### src/rtl/buff_nn_to_ip.sv
// Return-path buffer: collects NN scores, tracks argmax, packs a class+scores
// byte frame and holds it for the UDP/IP transmit layer until acknowledged.
module buff_nn_to_ip #(
  parameter  int NUM_OUTPUTS   = 10,
  parameter  int DATA_WIDTH    = 18,
  localparam int TX_DATA_BYTES = 2 + 3 * NUM_OUTPUTS
) (
  input  logic                          ACLK,
  input  logic                          ARESET,
  input  logic signed [DATA_WIDTH-1:0]  R_DATA,
  input  logic                          R_EN,
  input  logic                          R_DONE,
  input  logic [0:31]                   DST_IP_ADDRESS_NN,
  input  logic [0:47]                   DST_MAC_ADDRESS_NN,
  input  logic [0:15]                   DST_UDP_PORT_NN,
  output logic [0:TX_DATA_BYTES*8-1]    DATA_FRAME_TX,
  output logic [0:31]                   DST_IP_ADDRESS_TX,
  output logic [0:47]                   DST_MAC_ADDRESS_TX,
  output logic [0:15]                   DST_UDP_PORT_TX,
  output logic                          FRAME_VALID,
  input  logic                          FRAME_ACK,
  output logic                          BUSY,
  output logic                          OVERFLOW
);

  typedef enum logic [1:0] {IDLE, COLLECT, FINALIZE, SEND} state_t;

  localparam logic [7:0] COUNT_MAX = 8'(NUM_OUTPUTS);

  state_t                       state;
  logic signed [DATA_WIDTH-1:0] scores [NUM_OUTPUTS];
  logic signed [DATA_WIDTH-1:0] max_val;
  logic [7:0]                   count;
  logic [7:0]                   max_idx;
  logic                         store_en;
  logic                         is_new_max;
  logic [0:TX_DATA_BYTES*8-1]   frame_next;

  // A sample is kept only while collecting and a free slot remains; the
  // first kept sample always seeds the maximum, later ones need strictly greater.
  always_comb begin
    store_en   = R_EN && ((state == IDLE) || ((state == COLLECT) && (count != COUNT_MAX)));
    is_new_max = (count == 8'd0) || (R_DATA > max_val);
  end

  always_comb begin
    frame_next       = '0;
    frame_next[0:7]  = (count == 8'd0) ? 8'hFF : max_idx;
    frame_next[8:15] = count;
    for (int i = 0; i < NUM_OUTPUTS; i++) begin
      frame_next[16 + 24*i +: 24] = 24'(scores[i]);
    end
  end

  always_ff @(posedge ACLK or negedge ARESET) begin
    if (!ARESET) begin
      state              <= IDLE;
      count              <= 8'd0;
      max_idx            <= 8'hFF;
      max_val            <= '0;
      for (int i = 0; i < NUM_OUTPUTS; i++) scores[i] <= '0;
      DATA_FRAME_TX      <= '0;
      DST_IP_ADDRESS_TX  <= '0;
      DST_MAC_ADDRESS_TX <= '0;
      DST_UDP_PORT_TX    <= '0;
      FRAME_VALID        <= 1'b0;
      BUSY               <= 1'b0;
      OVERFLOW           <= 1'b0;
    end else begin
      if (store_en) begin
        for (int i = 0; i < NUM_OUTPUTS; i++) begin
          if (count == 8'(i)) scores[i] <= R_DATA;
        end
        count <= count + 8'd1;
        if (is_new_max) begin
          max_val <= R_DATA;
          max_idx <= count;
        end
      end

      case (state)
        IDLE: begin
          if (R_EN || R_DONE) begin
            state <= R_DONE ? FINALIZE : COLLECT;
            BUSY  <= 1'b1;
          end
        end
        COLLECT: begin
          if (R_EN && (count == COUNT_MAX)) OVERFLOW <= 1'b1;
          if (R_DONE) state <= FINALIZE;
        end
        FINALIZE: begin
          DATA_FRAME_TX      <= frame_next;
          DST_IP_ADDRESS_TX  <= DST_IP_ADDRESS_NN;
          DST_MAC_ADDRESS_TX <= DST_MAC_ADDRESS_NN;
          DST_UDP_PORT_TX    <= DST_UDP_PORT_NN;
          count              <= 8'd0;
          max_idx            <= 8'hFF;
          max_val            <= '0;
          for (int i = 0; i < NUM_OUTPUTS; i++) scores[i] <= '0;
          if (R_EN) OVERFLOW <= 1'b1;
          FRAME_VALID        <= 1'b1;
          state              <= SEND;
        end
        SEND: begin
          if (R_EN || R_DONE) OVERFLOW <= 1'b1;
          if (FRAME_ACK) begin
            FRAME_VALID <= 1'b0;
            BUSY        <= 1'b0;
            state       <= IDLE;
          end
        end
        default: state <= IDLE;
      endcase
    end
  end

endmodule

### config.mk
export PLATFORM = sky130hd
export DESIGN_NAME = buff_nn_to_ip
export DESIGN_NICKNAME = d
export VERILOG_FILES = /design/src/rtl/buff_nn_to_ip.sv
export SDC_FILE = /design/constraint.sdc
export NUM_CORES = 1
export LEC_CHECK = 0
export ABC_AREA = 1
export CAP_MARGIN = 20
export CORE_UTILIZATION = 54
export CTS_CLUSTER_DIAMETER = 200
export DETAILED_ROUTE_END_ITERATION = 10
export PLACE_DENSITY = 0.94
export SETUP_SLACK_MARGIN = 0.15
export SLEW_MARGIN = 10
export SYNTH_ARGS = -nofsm -noshare
export SYNTH_HDL_FRONTEND = slang
export SYNTH_SLANG_ARGS = --single-unit
### constraint.sdc
create_clock -name ACLK -period 3.9 [get_ports ACLK]
set_input_delay 0.975 -clock ACLK [delete_from_list [all_inputs] [get_ports ACLK]]
set_output_delay 0.975 -clock ACLK [all_outputs]
set_load 0.02 [all_outputs]
==> impl_metrics.tcl <==
set metrics [dict create \
    via_count 17601 \
    core.rowCount 71 \
    slew_violations 0 \
    core_um2 37600 \
    clkTransAtPathRegs_ns 0.06 \
    routedWlPerCell_um 20.5 \
    cp-start-kind "primary input" \
    path_class "primary input to flip-flop" \
    wirelength_um 64800 \
    setup_viol_count_final 0 \
    synthTopCellsByArea "dfrtp_1 61%, nand2_1 19%, o21ai_0 4.6%" \
    yosysTopAreaCell "dfrtp_1" \
    yosys-top-cells-count "1024 x nand2_1, 503 x dfrtp_1, 189 x o21ai_0" \
    netlist_instances 2248 \
    fin_total_pwr_mw 23.0 \
    outcome "completed" \
    synth.most_common_cell "nand2_1" \
    drive_gt1_share_pct 4.97 \
    reg2reg_from "state[0]$_DFFE_PN0P_" \
    drc 0 \
    arrival_ns 3.33 \
    cts_buffers 51 \
    worstMarginPinSlew_ns 1.03 \
    insertedDiodeCount 0 \
    max_cap_violations 0 \
    antenna_found_initial 0 \
    ios 474 \
    async_flop_share_pct 100 \
    ys_seq_elements 511 \
    setup_tns_ns 0 \
    die_h_um 197 \
    rsz0062_at_grt "no" \
    gp_congestion 0.905 \
    viasPerCell 5.56 \
    ctsHoldBuffers 0 \
    r2r_end "DST_MAC_ADDRESS_TX[14]$_DFFE_PN0P_" \
    initial_utilization_pct 54.8 \
    dieArea_um2 39000 \
    synthFlopType "dfrtp_1" \
    synth_cell_types 39 \
    ys_seq_area_share_pct 62.1 \
    clk_path_buf_depth 3 \
    powerDensity_nw_per_um2 858 \
    min_path_type "primary input to async pin" \
    hpwl_um 41400 \
    hold_viol 0 \
    synth_warnings 0 \
    cts_tree "built" \
    cp_max_fo 27 \
    synth_area_um2 20600 \
    relSlewSlack_pct 31.1 \
    vdd_drop_max_uv 507 \
    max_freq_ghz 0.348 \
    r2r_cells 6 \
    nets 2764 \
    skew_ns 0.0182 \
    io_buffer_count 473 \
    r2r_slack_ns 1.04 \
    synth_nets 2393 \
    grt_max_degree 193 \
    fin_crit_ns 2.87 \
    synth_edf_count 0 \
    clk_latency_ns 0.59 \
    period_share_pct 73.6 \
    die_w_um 197 \
    ctsResizeCount 0 \
    final_antenna_net_count 0 \
    crit_path_end_kind "flip-flop" \
    grt_use_total_pct 33.4 \
    drt_iter0_drc 1986 \
    avgSynthCellArea_um2 9.17 \
    synth_top_cell_area_share_pct 61.1 \
    p_leak_nw 13.2 \
    syn_to_final_growth_pct 29.9 \
    post-cts-setup-buffers 0 \
    h-tree-depth 2 \
    overflow 0 \
    dr.pass1.iters 6 \
    required_ns 4.36 \
    grt_pass1_vias 17629 \
    grt_pass1_wl_um 98900 \
    root_buffer "clkbuf_16" \
    cts.sinks 511 \
]
-- cells in the final DEF, fill, tap and decap left out, types with 20 or more instances in the layout --
cell type,instances
ha_1,25
dfrtp_1,503
clkbuf_16,51
o21ai_1,66
o21ai_0,189
nor2_1,20
inv_1,109
nand2_1,1024
nand3_1,76
clkdlybuf4s50_1,472
-- worst max-delay path by stage --
stage                     cells after the start                           start                 endpoint
after floorplan                              13                      R_DATA[17]   max_val[0]$_DFFE_PN0P_
after global placement                       13                      R_DATA[17]  max_val[15]$_DFFE_PN0P_
after detailed placement                     13                      R_DATA[17]   max_val[3]$_DFFE_PN0P_
after CTS                                     1  DATA_FRAME_TX[136]$_DFFE_PN0P_       DATA_FRAME_TX[142]
after global routing                         13                      R_DATA[17]   max_val[8]$_DFFE_PN0P_
final                                        13                      R_DATA[17]   max_val[8]$_DFFE_PN0P_
-- cell type report --
type                            instances  area (µm²)
Inverter                              115         442
Fill cell                            2422       10800
Multi-Input combinational cell       1451        6320
Tap cell                              511         639
Timing Repair Buffer                  489        4930
Sequential cell                       511       12800
Clock buffer                           74        1460
Clock inverter                         17         180
-- report_power, final --
group | switching, mW | internal [mW]
registers | 1.16 | 7.13
clock network | 2.04 | 2.80
logic | 6.40 | 3.45
-- stage by stage --
step	worst slack (ns)	area, µm²	cells	hold WS, ns	util (%)
floorplan	1.48	20600	2248	0.449	-
global placement	0.645	25100	3077	0.452	66.9
detailed placement	0.485	25100	3077	0.455	66.9
CTS	1.04	26800	3168	0.373	71.2
global route	0.855	26800	3168	0.384	71.2
finish	1.03	26800	3168	0.336	71.2
-- critical path, cell delays in order --
cell	delay, ns
clkdlybuf4s50_1	0.44
ha_1	0.36
nand2_1	0.09
nor2_1	0.14
nand2_1	0.08
nor2_1	0.11
nand2_1	0.07
nor2_1	0.20
a21oi_4	0.06
nand3_4	0.30
nand2_4	0.27
nand2_1	0.15
nand2_1	0.08
-- routing by layer --
layer  global-route usage, %  wire (µm)  vias to the layer above  share of wire, %
li1                        -          -                     7698                 -
met3                    9.77       7230                      236                11
met4                    18.9       3880                        0               6.0
met2                    53.6      30400                     1138                47
met1                    40.4      23300                     8529                36
met5                       0          0                        -                 0
-- logic make-up after synthesis --
logic type | after synthesis | share of synthesized area [%]
and+or+nand+nor | 1151 | 22.1
buffers and inverters | 286 | 7.32
DFF | 511 | 62.1
AOI/OAI and AO/OA | 272 | 6.83
xor gates and xnor gates | 2 | 0.0850
adders and majority gates | 26 | 1.58
-- registers in the layout (all words and copies together) (netlist names) --
signal and cells:
OVERFLOW 1, max_idx 8, frame_next 180, state 2, max_val 18, count 8, BUSY 1, DST_UDP_PORT_TX 16
DST_MAC_ADDRESS_TX 48, DST_IP_ADDRESS_TX 32, FRAME_VALID 1, DATA_FRAME_TX 196
(Power assumes the default switching activity.)
